## src/rtl/uart_tx_arbiter.sv

```systemverilog
// uart_tx_arbiter
//   Shares one unbuffered UART transmitter among N requesters, one whole message
//   at a time. Grants are round-robin. Once a requester is granted, it keeps the
//   grant from its first byte through the byte flagged last. The block also
//   enforces the uart's write-then-busy handshake: after each uart_wr it spends
//   one clock ignoring uart_ready, then waits for uart_ready to return.
//
// Optional feature: define UART_ARB_TAG_EN to send a tag byte (8'h80 | owner)
// before each message. The tag byte is sent without an ack.
//
// Parameters
//   N        number of requesters (2..8)
//   TIMEOUT  idle clocks with the owner's req low in SEND before a forced release
//
// Ports
//   clk_i          system clock
//   arstn_i        asynchronous reset, active low
//   req_i[N]       requester i has a byte on data_i[8i+7:8i]
//   data_i[8N]     per-requester byte
//   last_i[N]      requester i's current byte ends its message
//   ack_o[N]       1-clk pulse: requester i's byte accepted
//   grant_o[N]     one-hot owner of the uart, 0 when idle
//   busy_o         a message is in progress
//   uart_ready_i   uart ready (drops the clock after uart_wr is sampled)
//   uart_wr_o      1-clk transmit strobe
//   uart_din_o     transmit byte
module uart_tx_arbiter #(
  parameter int unsigned N       = 4,
  parameter int unsigned TIMEOUT = 65535
) (
  input  logic           clk_i,
  input  logic           arstn_i,
  input  logic [N-1:0]   req_i,
  input  logic [8*N-1:0] data_i,
  input  logic [N-1:0]   last_i,
  output logic [N-1:0]   ack_o,
  output logic [N-1:0]   grant_o,
  output logic           busy_o,
  input  logic           uart_ready_i,
  output logic           uart_wr_o,
  output logic [7:0]     uart_din_o
);

  localparam int unsigned IdxW       = (N > 1) ? $clog2(N) : 1;
  localparam logic [15:0] TimeoutVal = 16'(TIMEOUT);

  typedef enum logic [2:0] {
    StIdle,
    StSend,
    StHold,
`ifdef UART_ARB_TAG_EN
    StWait,
    StTag
`else
    StWait
`endif
  } state_e;

  state_e          state_q;
  logic [IdxW-1:0] ptr_q;
  logic [IdxW-1:0] gidx_q;
  logic [N-1:0]    grant_q;
  logic            busy_q;
  logic [N-1:0]    ack_q;
  logic            wr_q;
  logic [7:0]      din_q;
  logic            last_q;
  logic [15:0]     cnt_q;
`ifdef UART_ARB_TAG_EN
  logic            tag_q;  // the byte in flight is a tag, not message data
`endif

  // Round-robin pick: first set req at or after ptr_q, wrapping N-1 -> 0.
  logic [IdxW-1:0] cand_idx;
  logic [IdxW-1:0] sel_idx;
  logic            sel_found;

  always_comb begin
    sel_found = 1'b0;
    sel_idx   = '0;
    cand_idx  = '0;
    for (int unsigned k = 0; k < N; k++) begin
      cand_idx = IdxW'((32'(ptr_q) + k) % N);
      if (!sel_found && req_i[cand_idx]) begin
        sel_found = 1'b1;
        sel_idx   = cand_idx;
      end
    end
  end

  // Owner's request, byte and last flag.
  logic       req_g;
  logic       last_g;
  logic [7:0] data_g;

  always_comb begin
    req_g  = 1'b0;
    last_g = 1'b0;
    data_g = '0;
    for (int unsigned i = 0; i < N; i++) begin
      if (gidx_q == IdxW'(i)) begin
        req_g  = req_i[i];
        last_g = last_i[i];
        data_g = data_i[8*i +: 8];
      end
    end
  end

  // After a release the finishing owner becomes lowest priority.
  logic [IdxW-1:0] ptr_next;
  logic [15:0]     cnt_inc;

  assign ptr_next = (gidx_q == IdxW'(N - 1)) ? '0 : gidx_q + IdxW'(1);
  assign cnt_inc  = (cnt_q == 16'hFFFF) ? cnt_q : cnt_q + 16'd1;

  always_ff @(posedge clk_i or negedge arstn_i) begin
    if (!arstn_i) begin
      state_q <= StIdle;
      ptr_q   <= '0;
      gidx_q  <= '0;
      grant_q <= '0;
      busy_q  <= 1'b0;
      ack_q   <= '0;
      wr_q    <= 1'b0;
      din_q   <= '0;
      last_q  <= 1'b0;
      cnt_q   <= '0;
`ifdef UART_ARB_TAG_EN
      tag_q   <= 1'b0;
`endif
    end else begin
      ack_q <= '0;
      wr_q  <= 1'b0;
      case (state_q)
        StIdle: begin
          if (uart_ready_i && sel_found) begin
            gidx_q  <= sel_idx;
            grant_q <= N'(1) << sel_idx;
            busy_q  <= 1'b1;
            cnt_q   <= '0;
`ifdef UART_ARB_TAG_EN
            state_q <= StTag;
`else
            state_q <= StSend;
`endif
          end
        end
`ifdef UART_ARB_TAG_EN
        StTag: begin
          if (uart_ready_i) begin
            wr_q    <= 1'b1;
            din_q   <= 8'h80 | 8'(gidx_q);
            tag_q   <= 1'b1;
            state_q <= StHold;
          end
        end
`endif
        StSend: begin
          if (req_g) begin
            if (uart_ready_i) begin
              wr_q    <= 1'b1;
              din_q   <= data_g;
              ack_q   <= grant_q;
              last_q  <= last_g;
              cnt_q   <= '0;
              state_q <= StHold;
            end
          end else if (cnt_inc >= TimeoutVal) begin
            // Owner abandoned its message: force a release.
            grant_q <= '0;
            busy_q  <= 1'b0;
            ptr_q   <= ptr_next;
            cnt_q   <= '0;
            state_q <= StIdle;
          end else begin
            cnt_q <= cnt_inc;
          end
        end
        // uart_ready is stale here: the uart has not yet sampled uart_wr.
        StHold: state_q <= StWait;
        StWait: begin
          if (uart_ready_i) begin
`ifdef UART_ARB_TAG_EN
            if (tag_q) begin
              tag_q   <= 1'b0;
              state_q <= StSend;
            end else
`endif
            if (last_q) begin
              grant_q <= '0;
              busy_q  <= 1'b0;
              ptr_q   <= ptr_next;
              state_q <= StIdle;
            end else begin
              state_q <= StSend;
            end
          end
        end
        default: state_q <= StIdle;
      endcase
    end
  end

  assign ack_o      = ack_q;
  assign grant_o    = grant_q;
  assign busy_o     = busy_q;
  assign uart_wr_o  = wr_q;
  assign uart_din_o = din_q;

endmodule
```

## config.mk

```make
export PLATFORM = sky130hd
export DESIGN_NAME = uart_tx_arbiter
export DESIGN_NICKNAME = d
export VERILOG_FILES = /design/src/rtl/uart_tx_arbiter.sv
export SDC_FILE = /design/constraint.sdc
export NUM_CORES = 1
export LEC_CHECK = 0
export ABC_AREA = 1
export ABC_CLOCK_PERIOD_IN_PS = 2600
export CAP_MARGIN = 20
export CORE_MARGIN = 4
export CORE_UTILIZATION = 45
export CTS_BUF_LIST = sky130_fd_sc_hd__clkbuf_8 sky130_fd_sc_hd__clkbuf_16
export DETAILED_ROUTE_END_ITERATION = 12
export MAX_ROUTING_LAYER = met4
export PLACE_DENSITY = 0.83
export RECOVER_POWER = 100
export SLEW_MARGIN = 10
export SYNTH_ARGS = -nofsm -noshare
export SYNTH_HDL_FRONTEND = slang
export SYNTH_SLANG_ARGS = --single-unit
```

## constraint.sdc

```tcl
create_clock -name clk_i -period 2.6 [get_ports clk_i]
set_input_delay 0.26 -clock clk_i [delete_from_list [all_inputs] [get_ports clk_i]]
set_output_delay 0.26 -clock clk_i [all_outputs]
set_load 0.02 [all_outputs]
```

Word-level counts from Yosys, hierarchy flattened

Index checks and enable logic that the tools add are counted.

Add/subtract/negate cells: 5
Order comparisons: 5
Eq/ne operators: 14
Shifts and indexed selects: 1
Mux-type cells: 65
Reductions and logical operators: 18

Operator list:

| cell                                                                         | number |
|---|---|
| 16-bit 2-to-1 mux                                                            | 5 |
| 4-bit 2-to-1 mux                                                             | 8 |
| 8-bit 2-to-1 mux                                                             | 4 |
| 16-bit case mux with 2 select lines                                          | 1 |
| 1-bit 2-to-1 mux                                                             | 25 |
| 2-bit 2-to-1 mux                                                             | 9 |
| 16-bit by 1-bit adder with 16-bit output, second input constant              | 1 |
| 16-bit == test, second input constant                                        | 1 |
| 16-bit greater-or-equal comparator, second input constant                    | 1 |
| 3-bit 2-to-1 mux                                                             | 5 |
| 2-bit by 3-bit less-than comparator with 1-bit output, second input constant | 4 |
| 3-bit case mux with 4 select lines                                           | 1 |
| 4-bit case mux with 3 select lines                                           | 1 |
| 2-bit inequality test, second input constant                                 | 5 |
| 1-bit binary-select mux with 2-bit select                                    | 4 |
| 3-bit by 2-bit == test with 1-bit output, second input constant              | 2 |
| 3-bit inequality test, second input constant                                 | 2 |
| 3-bit AND reduction                                                          | 2 |
| 6-bit AND reduction                                                          | 1 |
| 5-bit AND reduction                                                          | 1 |
| 2-bit by 1-bit adder with 2-bit output, second input constant                | 2 |
| 2-bit adder, second input constant                                           | 2 |
| 2-bit == test, second input constant                                         | 2 |
| 1-bit logical AND                                                            | 4 |
| other kinds (12)                                                             | 15 |

Register bits: 42
Bits of input ports: 43
Logic and storage cells: 118

Logic depth before layout (Yosys ltp)

Gate-level depths: netlist of run 1.

Word-level depth: 15
Mapped depth: 15
Gate-level depth less buffers: 15

Least setup slack after synthesis of run 1

No wires, ideal clock.

Path kind: flip-flop to flip-flop
From: reg cnt_q[0]
To: reg busy_q (netlist: busy_o)
Library setup time: 0.120 ns
Arrival time: 1.923 ns
Setup slack: 0.556 ns
Cell stages (with the launch flop): 16
Path through: dfrtp_1 > ha_1 > nand2_2 > nor2_4 > nand2_4 > nor2_8 > inv_4 > buf_6 > nand2_1 > nand4_1 > nor2_1 > nand3_2 > nand2_4 > nand2_4 > nand2_1 > nand2_1

Longest elaborated chain between the ends: 5
Elaborated cells between the ends (all ways): 6

Ends and longest elaborated chain:

| element                                                                    | RTL line | source |
|---|---|---|
| from (decl)                                                                | 68       | `logic [15:0] cnt_q;` |
| from (signal assigned)                                                     | 176      | `cnt_q <= cnt_inc;` |
| 16-bit by 1-bit adder with 16-bit output or 16-bit == test (tied branches) | 114      | `assign cnt_inc = (cnt_q == 16'hFFFF) ? cnt_q : cnt_q + 16'd1;` |
| 16-bit 2-to-1 mux *                                                        | 114      |  |
| 16-bit greater-or-equal comparator *                                       | 168      | `end else if (cnt_inc >= TimeoutVal) begin` |
| 2-bit inequality test (no line) *                                          | --       |  |
| 6-bit AND reduction (no line) *                                            | --       |  |
| to (signal assigned)                                                       | 122      | `busy_q <= 1'b0;` |
| to (signal assigned)                                                       | 171      | `busy_q <= 1'b0;` |
| to (signal assigned)                                                       | 191      | `busy_q <= 1'b0;` |
| to (decl)                                                                  | 63       | `logic busy_q;` |

Mark *: on every way between the ends. The rest lies on a longest branch, timed or not.
A chain may end at the register's enable or synchronous reset.

Worst setup path after layout of run 1

From: reg cnt_q[1]
To: reg grant_q[1] (netlist: grant_o[1])

Longest elaborated chain between the ends: 5
Elaborated cells between the ends (all ways): 6

Ends and longest elaborated chain:

| element                                                                    | RTL line | source |
|---|---|---|
| 16-bit by 1-bit adder with 16-bit output or 16-bit == test (tied branches) | 114      |  |
| 16-bit 2-to-1 mux *                                                        | 114      |  |
| 16-bit greater-or-equal comparator *                                       | 168      |  |
| 2-bit inequality test (no line) *                                          | --       |  |
| 6-bit AND reduction (no line) *                                            | --       |  |
| to (signal assigned)                                                       | 138      | `grant_q <= N'(1) << sel_idx;` |
| to (decl)                                                                  | 62       | `logic [N-1:0] grant_q;` |

Marked as above.

==> results of run 1 <==
## flip-flops by register name, summed over array words and instances, names as in the netlist
signal	flops
state_q	2
grant_o	4
gidx_q	2
uart_wr_o	1
last_q	1
busy_o	1
uart_din_o	8
ptr_q	2
ack_o	4
cnt_q	16
## power breakdown
part           internal, mW  switching, mW
Combinational         0.696           1.25
Clock                 0.288          0.249
Sequential            0.784          0.133
## cells in the final DEF (no fill, tap or decap), types with 4 or more instances in the layout
cell type	n
buf_4	10
nand3_1	42
xor2_1	5
dfrtp_1	41
ha_1	4
nor2_1	37
inv_1	42
nand4_1	17
o21ai_0	48
nand2_2	4
dlygate4sd3_1	18
clkbuf_8	5
a21oi_1	13
o21ai_1	6
nand2_1	155
clkdlybuf4s50_1	41
nor2_4	4
## per-stage QoR
step	cells	worst slack, ns	instance area, sq um	power [mW]
2_1_floorplan	449	0.556	2970	2.25
3_3_place_gp	583	0.227	3660	2.82
3_5_place_dp	583	0.124	3660	2.89
4_1_cts	591	0.249	3780	3.43
5_1_grt	591	0.0773	3770	3.71
6_report	591	0.290	3770	3.40
## worst max-delay path, stage by stage, from the launching register on
cell     delay (ns)
dfrtp_1        0.40
ha_1           0.26
nand2_2        0.09
nor2_4         0.18
nand2_4        0.11
nor2_8         0.16
inv_4          0.08
nand2_1        0.12
nand4_1        0.10
nor2_1         0.13
nand3_2        0.15
nand2_2        0.21
nand2_4        0.09
nand2_1        0.07
nand2_1        0.05
## cells in the mapped netlist (all sizes together)
| library cell | n | area (sq um) |
|---|---|---|
| xnor2 | 2 | 17.5 |
| a21oi | 14 | 81.3 |
| dfrtp | 41 | 1030 |
| nand3 | 45 | 240 |
| nand4 | 17 | 106 |
| o21ai | 54 | 270 |
| and2 | 1 | 6.26 |
| xor2 | 5 | 43.8 |
| o21bai | 1 | 7.51 |
| clkbuf | 6 | 22.5 |
| nor3 | 1 | 5.00 |
| ha | 5 | 62.6 |
| nand2 | 161 | 637 |
| nor2 | 45 | 223 |
| buf | 7 | 48.8 |
| inv | 43 | 164 |
| clkinv | 1 | 3.75 |
## metal layers
metal / part of all wire (%) / track usage [%] / vias up
met4: 2.4 / 7.04 / 0
met3: 7.9 / 5.62 / 19
li1: - / - / 1583
met5: 0 / - / -
met2: 49 / 38.2 / 129
met1: 40 / 25.2 / 1424
## final cells by class
| type | count | share of cell area, % |
|---|---|---|
| Inverter | 44 | 4.45 |
| Timing Repair Buffer | 70 | 17.8 |
| Multi-Input combinational cell | 351 | 45.0 |
| Tap cell | 77 | 2.56 |
| Clock inverter | 3 | 1.23 |
| Clock buffer | 5 | 1.83 |
| Sequential cell | 41 | 27.2 |
## worst min path at each step
stage                       start       endpoint  slack [ns]
global route        uart_din_o[3]  uart_din_o[3]        0.49
global placement          arstn_i      cnt_q[10]        0.43
finish              uart_din_o[3]  uart_din_o[3]        0.47
floorplan                 arstn_i       ack_o[0]       -0.04
detailed placement        arstn_i       cnt_q[6]        0.45
CTS                       arstn_i      cnt_q[14]        0.11
## repair_timing
item | CTS | global route
gates resized for setup | 0 | 1
hold buffers | 0 | 0
hold endpoints to repair | 0 | 0
setup endpoints to repair | 0 | 12
## cells by family (layout without fill, tap and decap cells)
group | count (synthesis) | in the layout | share of synthesized area, %
AOI/OAI and AO/OA | 69 | 69 | 12.1
xor gates and xnor gates | 7 | 7 | 2.07
adders and majority gates | 5 | 5 | 2.11
buffers and inverters | 57 | 122 | 8.06
DFF | 41 | 41 | 34.6
and+or+nand+nor | 270 | 270 | 41.1
==> summary.md, run 1 <==
| Metric | Value |
|---|---|
| Highest Clock Rate | `433 MHz` |
| Status | `finished, violations left` |
| Fillers | `604` |
| Post-synth cell types | `29` |
| Largest net degree at the start of global routing | `42` |
| Multi-input combinational cell area | `1700 sq um` |
| Clock root cell | `clkbuf_8` |
| Failing checks | `capacitance limit, slew limit` |
| WP data arrival | `2.51 ns` |
| Clk_skew | `0.00452 ns` |
| Slew headroom | `-48.2%` |
| Worst R2R Setup Slack | `0.29 ns` |
| Fin. Hold Viols | `0` |
| FF+latch area | `1030 sq um` |
| Ant. Diodes | `0` |
| Synthesized flop and latch total | `41` |
| Tmin final | `2.31 ns` |
| Worst-path fanout max | `13` |
| Nets in the synthesized netlist | `497` |
| Hold slack | `0.470 ns` |
| CP Class | `reg -> reg` |
| Clk buf depth | `2` |
| Share of cells above drive strength 1 | `7.39%` |
| Total GRT Usage | `22.2%` |
| Fin. max-slew vios | `42` |
| Number of buffers created by CTS | `5` |
| Core area | `6390 sq um` |
| Fin crit share | `88.8%` |
| CTS sink cnt | `41` |
| DR DRC count | `0` |
| CP Capture Type | `flip-flop` |
| DP Wirelength | `6260 microns` |
| Chip Height | `89.2 microns` |
| Remaining Overflow, GRT | `0` |
| Die W | `89.2 microns` |
| Worst vdd ir | `558 uV` |
| CP Data Required Time | `2.80 ns` |
| Fin nets | `561` |
| Syn avg cell area | `6.60 sq um` |
| Critical Path Sink | `grant_o[1]` |
| Leak Pwr | `1.80 nW` |
| Final setup fails | `0` |
| CTS clock-pin slew for the worst setup and hold paths | `0.09 ns` |
| Clock latency at the later pin of the worst-skew pair | `0.30 ns` |
| R2r worst-path depth | `14` |
| Min-Delay Path Class | `reg -> reg` |
| ANT nets after route | `0` |
| IO Count | `61` |
| Initial Utilization | `46.4%` |
| Number of core rows | `29` |
| Final WL | `7950 microns` |
| Reg-to-Reg End | `grant_o[1]` |
| Gp weighted congestion | `0.935` |
| H-tree lvl count | `2` |
| Syn Inst Count | `449` |
| Final cell utilization of the core | `59.0%` |
| Vias per cell | `5.34` |
| Initial DRT Pass Iterations | `4` |
| Register area share after synthesis | `34.6%` |
| Pwr dens | `901 nW/um^2` |
| Post-Syn Area | `2970 sq um` |
| RSZ-0062 raised after global routing | `false` |
| Hold path depth | `2` |
| R2R Path Start | `cnt_q[1]` |
| Vias in the first global route | `3024` |
| Post-CTS setup buffer count | `0` |
| Initial antenna violation count | `0` |
| Wirelength per Cell | `13.4 microns` |
| Maxcap violations | `1` |
| Setup_tns | `0 ns` |
| Die Area | `7950 sq um` |
| CP Launch Type | `flip-flop` |
| Critical Path Start | `cnt_q[1]` |
| Vias | `3155` |
| Tightest Pin Transition | `2.22 ns` |
| TritonCTS clock tree | `yes` |
| Number of port buffers | `60` |
| Layout overhead on the synthesized area | `27.1%` |
| First-pass GRT wire length | `13400 microns` |
| DRT iter0 DRCs | `161` |
| Synth Warn # | `0` |
No activity file was read; power rests on OpenSTA's default activity.
==> run 2, diff against run 1 <==
- CAP_MARGIN: 20 -> not set
- CORE_UTILIZATION: 45 -> 52
- PLACE_DENSITY: 0.83 -> 0.92
==> summary.md, run 2 (synthesized netlist as in run 1, its figures left out) <==
| Metric | Value |
|---|---|
| Status | `finished, violations left (unchanged)` |
| Failing checks | `capacitance limit, slew limit (unchanged)` |
| Commonest non-fill, non-tap cell in the layout | `nand2_1 (unchanged)` |
| Worst path cell trace | `ha_1, nand2_2, nor2_4, nand2_4, nor2_1, nand2_1, nand3_2, nand2_1, nor2_1, nand3_2, nand2_4, nand2_1, nand2_1, nand2_1 (was ha_1, nand2_2, nor2_4, nand2_4, nor2_8, inv_4, nand2_1, nand4_1, nor2_1, nand3_2, nand2_2, nand2_4, nand2_1, nand2_1)` |
| Placed cell area | `3650 sq um (was 3660 sq um)` |
| Die Area | `6970 sq um (was 7950 sq um)` |
| Pwr dens | `876 nW/um^2 (was 901 nW/um^2)` |
| Initial antenna violation count | `0 (unchanged)` |
| Tmin final | `2.32 ns (was 2.31 ns)` |
| Multi-input combinational cell area | `1690 sq um (was 1700 sq um)` |
| FF+latch area | `1030 sq um (unchanged)` |
| CTS sink cnt | `41 (unchanged)` |
| Ant. Diodes | `0 (unchanged)` |
| CP Data Required Time | `2.78 ns (was 2.80 ns)` |
| Share of cells above drive strength 1 | `6.82% (was 7.39%)` |
| Largest net degree at the start of global routing | `42 (unchanged)` |
| First-pass GRT wire length | `13600 microns (was 13400 microns)` |
| Vias in the first global route | `3122 (was 3024)` |
| TritonCTS clock tree | `yes (unchanged)` |
| Vias per cell | `5.46 (was 5.34)` |
| Clock root cell | `clkbuf_8 (unchanged)` |
| Chip Height | `83.5 microns (was 89.2 microns)` |
| DR DRC count | `0 (unchanged)` |
| Setup_tns | `0 ns (unchanged)` |
| Fin nets | `561 (unchanged)` |
| WP data arrival | `2.50 ns (was 2.51 ns)` |
| Total GRT Usage | `24.1% (was 22.2%)` |
| Number of hold buffers added after CTS | `0 (unchanged)` |
| Clk buf depth | `2 (unchanged)` |
| Vias | `3197 (was 3155)` |
| Remaining Overflow, GRT | `0 (unchanged)` |
| RSZ-0062 raised after global routing | `false (unchanged)` |
| Biggest register | `cnt_q (unchanged)` |
| Die W | `83.5 microns (was 89.2 microns)` |
| CP most frequent cell | `nand2_1 (unchanged)` |
| Min-Delay Path Class | `reg -> reg (unchanged)` |
| Fin. max-slew vios | `42 (unchanged)` |
| Worst-path fanout max | `8 (was 13)` |
| Final WL | `7900 microns (was 7950 microns)` |
| Number of buffers created by CTS | `5 (unchanged)` |
| Origin of the worst min-delay path | `uart_din_o[5] (was uart_din_o[3])` |
| WP buf/inv | `0 (was 1)` |
| Layout overhead on the synthesized area | `25.7% (was 27.1%)` |
| CTS clock-pin slew for the worst setup and hold paths | `0.07 ns (was 0.09 ns)` |
| Leak Pwr | `1.78 nW (was 1.80 nW)` |
| Number of core rows | `27 (was 29)` |
| DRT iter0 DRCs | `200 (was 161)` |
| Slowest cell on crit path | `dfrtp_1 (unchanged)` |
| Fin. Hold Viols | `0 (unchanged)` |
| Max FFs per register | `16 (unchanged)` |
| CP Capture Type | `flip-flop (unchanged)` |
| CP Class | `reg -> reg (unchanged)` |
| Core area | `5510 sq um (was 6390 sq um)` |
| Critical Path Start | `cnt_q[0] (was cnt_q[1])` |
| Clk_skew | `0.00750 ns (was 0.00452 ns)` |
| Initial Utilization | `53.9% (was 46.4%)` |
| IO Count | `61 (unchanged)` |
| Final Instance Area | `3730 sq um (was 3770 sq um)` |
| Fin crit share | `89.4% (was 88.8%)` |
| Most frequent cells in the layout | `nand2_1 (155), o21ai_0 (48), nand3_1 (43) (was nand2_1 (155), o21ai_0 (48), inv_1 (42), nand3_1 (42))` |
| Gp weighted congestion | `0.945 (was 0.935)` |
| DP Wirelength | `6360 microns (was 6260 microns)` |
| Final setup fails | `0 (unchanged)` |
| H-tree lvl count | `2 (unchanged)` |
| Initial DRT Pass Iterations | `5 (was 4)` |
| Tightest Pin Transition | `2.11 ns (was 2.22 ns)` |
| R2R Path Start | `cnt_q[0] (was cnt_q[1])` |
| CP Launch Type | `flip-flop (unchanged)` |
| Clock latency at the later pin of the worst-skew pair | `0.29 ns (was 0.30 ns)` |
| Delay-heaviest family, CP | `simple AND/OR/NAND/NOR gates (unchanged)` |
| Worst vdd ir | `632 uV (was 558 uV)` |
| Maxcap violations | `1 (unchanged)` |
| ANT nets after route | `0 (unchanged)` |
| Highest Clock Rate | `430 MHz (was 433 MHz)` |
| Slew headroom | `-40.7% (was -48.2%)` |
| Critical Path Max Stage Delay | `0.42 ns (was 0.40 ns)` |
| Number of port buffers | `60 (unchanged)` |
| Wirelength per Cell | `13.5 microns (was 13.4 microns)` |
| Fillers | `480 (was 604)` |
[run 2: per-stage QoR]
step | setup slack, ns | hold WS [ns] | total power, mW | util (%) | instances
floorplan | 0.556 | -0.0356 | 2.25 | - | 449
global placement | 0.289 | 0.426 | 2.82 | 66.4 | 578
detailed placement | 0.183 | 0.432 | 2.89 | 66.4 | 578
CTS | 0.211 | 0.116 | 3.32 | 68.0 | 585
global route | 0.0271 | 0.509 | 3.58 | 67.7 | 585
finish | 0.275 | 0.469 | 3.27 | 67.7 | 585
[run 2: worst min-delay path: cells and delay by family (launching register included)]
kind          cells  cell delay, ns
flops             1            0.34
simple gates      2            0.11
[run 2: final timing paths]
path | slack, ns | end | cells after the start
min in group asynchronous | 0.57 | gidx_q[0] | 1
max | 0.28 | ptr_q[0] | 14
min | 0.47 | uart_din_o[5] | 2
max in group asynchronous | 0.82 | ptr_q[0] | 1
min reg2reg | 0.47 | uart_din_o[5] | 2
max reg2reg | 0.28 | ptr_q[0] | 14
[run 2: report_power, final]
group	switching [mW]	internal (mW)	leakage, nW
Sequential	0.152	0.785	0.548
Combinational	1.22	0.689	1.19
Clock	0.212	0.210	0.0433
[run 2: area by class of cell]
| class | instances | area share (%) |
|---|---|---|
| tap | 72 | 2.42 |
| multi-input combinational | 351 | 45.4 |
| inverter | 44 | 4.50 |
| timing repair buffer | 70 | 17.8 |
| clock buffer | 6 | 2.22 |
| sequential | 41 | 27.5 |
| clock inverter | 1 | 0.201 |
[run 2: metal layers]
metal	track usage [%]	vias to the layer above	part of all wire, %
li1	-	1582	-
met1	28.2	1466	40
met2	40.7	134	50
met3	5.82	15	7.6
met4	8.63	0	2.4
met5	-	-	0
[run 2: timing repair]
item,4_1_cts,5_1_grt
endpoints found under the setup margin,0,1
setup buffers,0,0
gates resized for setup,0,1
==> run 3, diff against run 2 <==
- GPL_TIMING_DRIVEN: not set -> 0
==> summary.md, run 3 (synthesized netlist as in run 1, its figures left out) <==
| Metric | Value |
|---|---|
| Pwr dens | `886 nW/um^2 (was 876 nW/um^2)` |
| Core area | `5510 sq um (unchanged)` |
| Fin nets | `565 (was 561)` |
| R2R Path Start | `cnt_q[0] (unchanged)` |
| Highest Clock Rate | `423 MHz (was 430 MHz)` |
| Slowest cell on crit path | `dfrtp_1 (unchanged)` |
| Ant. Diodes | `0 (unchanged)` |
| Clock latency at the later pin of the worst-skew pair | `0.30 ns (was 0.29 ns)` |
| Die W | `83.5 microns (unchanged)` |
| Slew headroom | `22.3% (was -40.7%)` |
| IO Count | `61 (unchanged)` |
| Multi-input combinational cell area | `1700 sq um (was 1690 sq um)` |
| Clock share of power | `15.7% (was 12.9%)` |
| CP Capture Type | `flip-flop (unchanged)` |
| Wirelength per Cell | `13.5 microns (about the same)` |
| Seq pwr share | `27.3% (was 28.7%)` |
| Sw power | `1.62 mW (was 1.58 mW)` |
| Fin. max-slew vios | `0 (was 42)` |
| CP Launch Type | `flip-flop (unchanged)` |
| Number of port buffers | `60 (unchanged)` |
| Chip Height | `83.5 microns (unchanged)` |
| Commonest non-fill, non-tap cell in the layout | `nand2_1 (unchanged)` |
| Vias in the first global route | `3235 (was 3122)` |
| Clk buf depth | `2 (unchanged)` |
| Switching part of the total power | `48.4% (was 48.5%)` |
| Vias | `3200 (was 3197)` |
| H-tree lvl count | `2 (unchanged)` |
| Clock root cell | `clkbuf_8 (unchanged)` |
| Max FFs per register | `16 (unchanged)` |
| Total GRT Usage | `24.5% (was 24.1%)` |
| Worst-path fanout max | `10 (was 8)` |
| Clk_skew | `0.0118 ns (was 0.00750 ns)` |
| First-pass GRT wire length | `13800 microns (was 13600 microns)` |
| Initial DRT Pass Iterations | `5 (unchanged)` |
| Worst path cell trace | `ha_2, nand2_2, nor2_4, nand2_4, nor2_8, inv_4, buf_6, nand2_1, nand4_1, nor2_1, nand3_2, buf_4, nand4_1, o21ai_1 (was ha_1, nand2_2, nor2_4, nand2_4, nor2_1, nand2_1, nand3_2, nand2_1, nor2_1, nand3_2, nand2_4, nand2_1, nand2_1, nand2_1)` |
| CP Class | `reg -> reg (unchanged)` |
| CTS clock-pin slew for the worst setup and hold paths | `0.09 ns (was 0.07 ns)` |
| Fin. Hold Viols | `0 (unchanged)` |
| Layout overhead on the synthesized area | `27.3% (was 25.7%)` |
| Leak Pwr | `1.80 nW (was 1.78 nW)` |
| Largest net degree at the start of global routing | `22 (was 42)` |
| Remaining Overflow, GRT | `0 (unchanged)` |
| Pwr Total | `3.35 mW (was 3.27 mW)` |
| R2r worst-path depth | `14 (unchanged)` |
| Delay-heaviest family, CP | `simple AND/OR/NAND/NOR gates (unchanged)` |
| Final cell utilization of the core | `68.6% (was 67.7%)` |
| CP Data Required Time | `2.78 ns (about the same)` |
| Internal cell power | `1.73 mW (was 1.68 mW)` |
| Most frequent cells in the layout | `nand2_1 (155), o21ai_0 (45), inv_1 (42), nand3_1 (42) (was nand2_1 (155), o21ai_0 (48), nand3_1 (43))` |
| Final WL | `7950 microns (was 7900 microns)` |
| Critical Path Start | `cnt_q[0] (unchanged)` |
| Min-Delay Path Class | `reg -> reg (unchanged)` |
| Logic pwr share | `57.0% (was 58.4%)` |
| Critical Path Max Stage Delay | `0.44 ns (was 0.42 ns)` |
| Final WS setup | `0.235 ns (was 0.275 ns)` |
| CP most frequent cell | `nand4_1 (was nand2_1)` |
| RSZ-0062 raised after global routing | `false (unchanged)` |
| WP buf/inv | `3 (was 0)` |
| ANT nets after route | `0 (unchanged)` |
| Tightest Pin Transition | `1.17 ns (was 2.11 ns)` |
| Setup_tns | `0 ns (unchanged)` |
| Share of cells above drive strength 1 | `6.76% (was 6.82%)` |
| DR DRC count | `0 (unchanged)` |
| Biggest register | `cnt_q (unchanged)` |
| Fillers | `478 (was 480)` |
| CTS sink cnt | `41 (unchanged)` |
| DRT iter0 DRCs | `229 (was 200)` |
| Die Area | `6970 sq um (unchanged)` |
| Hold slack | `0.476 ns (was 0.469 ns)` |
| Tmin final | `2.37 ns (was 2.32 ns)` |
| FF+latch area | `1030 sq um (unchanged)` |
| Initial antenna violation count | `0 (unchanged)` |
| Vias per cell | `5.42 (was 5.46)` |
| Pre-CTS WS | `0.0743 ns (was 0.183 ns)` |
| TritonCTS clock tree | `yes (unchanged)` |
| Gp weighted congestion | `0.911 (was 0.945)` |
| Final setup fails | `0 (unchanged)` |
| Number of core rows | `27 (unchanged)` |
| Origin of the worst min-delay path | `uart_din_o[1] (was uart_din_o[5])` |
| Critical path depth | `14 (unchanged)` |
| Worst vdd ir | `642 uV (was 632 uV)` |
| Fin crit share | `91.0% (was 89.4%)` |
| Status | `complete, no violations (was finished, violations left)` |
| Initial Utilization | `53.9% (unchanged)` |
| Number of buffers created by CTS | `5 (unchanged)` |
| Hold path depth | `2 (unchanged)` |
| Maxcap violations | `0 (was 1)` |
| WP data arrival | `2.54 ns (was 2.50 ns)` |
| DP Wirelength | `6480 microns (was 6360 microns)` |
| Post-CTS setup buffer count | `0 (unchanged)` |
run 3: cell type report:
cell class	instances	share of cell area, %
buffer	12	1.72
clock buffer	5	1.82
tap	72	2.39
timing repair buffer	62	16.3
sequential	41	27.2
multi-input combinational	351	44.9
clock inverter	3	1.23
inverter	44	4.44
run 3: timing repair:
action | CTS | global route
hold endpoints to repair | 20 | 0
hold buffers | 1 | 0
gates resized for setup | 0 | 3
setup endpoints to repair | 0 | 12
run 3: per-layer routing:
metal / wire length, microns / part of all wire (%) / vias up / GRT usage [%]
li1: - / - / 1588 / -
met1: 3230 / 41 / 1481 / 26.0
met2: 4060 / 51 / 115 / 45.0
met3: 490 / 6.2 / 16 / 5.13
met4: 164 / 2.1 / 0 / 8.33
met5: 0 / 0 / - / -
run 3: final timing paths:
path	slack, ns	to
max reg2reg	0.23	cnt_q[5]
min reg2reg	0.48	uart_din_o[1]
min in group asynchronous	0.71	cnt_q[8]
min	0.48	uart_din_o[1]
max in group asynchronous	0.39	cnt_q[3]
max	0.23	cnt_q[5]
run 3: through the flow:
step	instance area (sq um)	std cells
6_report	3780	590
5_1_grt	3780	590
4_1_cts	3800	591
3_5_place_dp	3680	582
3_3_place_gp	3660	581
2_1_floorplan	2970	449
run 3: worst register-to-register path, cell delays in order (launching register included):
cell     delay [ns]
dfrtp_1        0.44
ha_2           0.29
nand2_2        0.09
nor2_4         0.16
nand2_4        0.10
nor2_8         0.16
inv_4          0.06
buf_6          0.13
nand2_1        0.08
nand4_1        0.10
nor2_1         0.14
nand3_2        0.13
buf_4          0.21
nand4_1        0.09
o21ai_1        0.08
run 3: power groups by stage:
stage                     Clock, mW  Combinational (mW)  Sequential, mW
final                         0.526                1.91           0.913
after global routing          0.566                2.17           0.937
after CTS                     0.535                1.95           0.917
after detailed placement          0                1.95           0.925
after global placement            0                1.85           0.922
after floorplan                   0                1.26           0.992
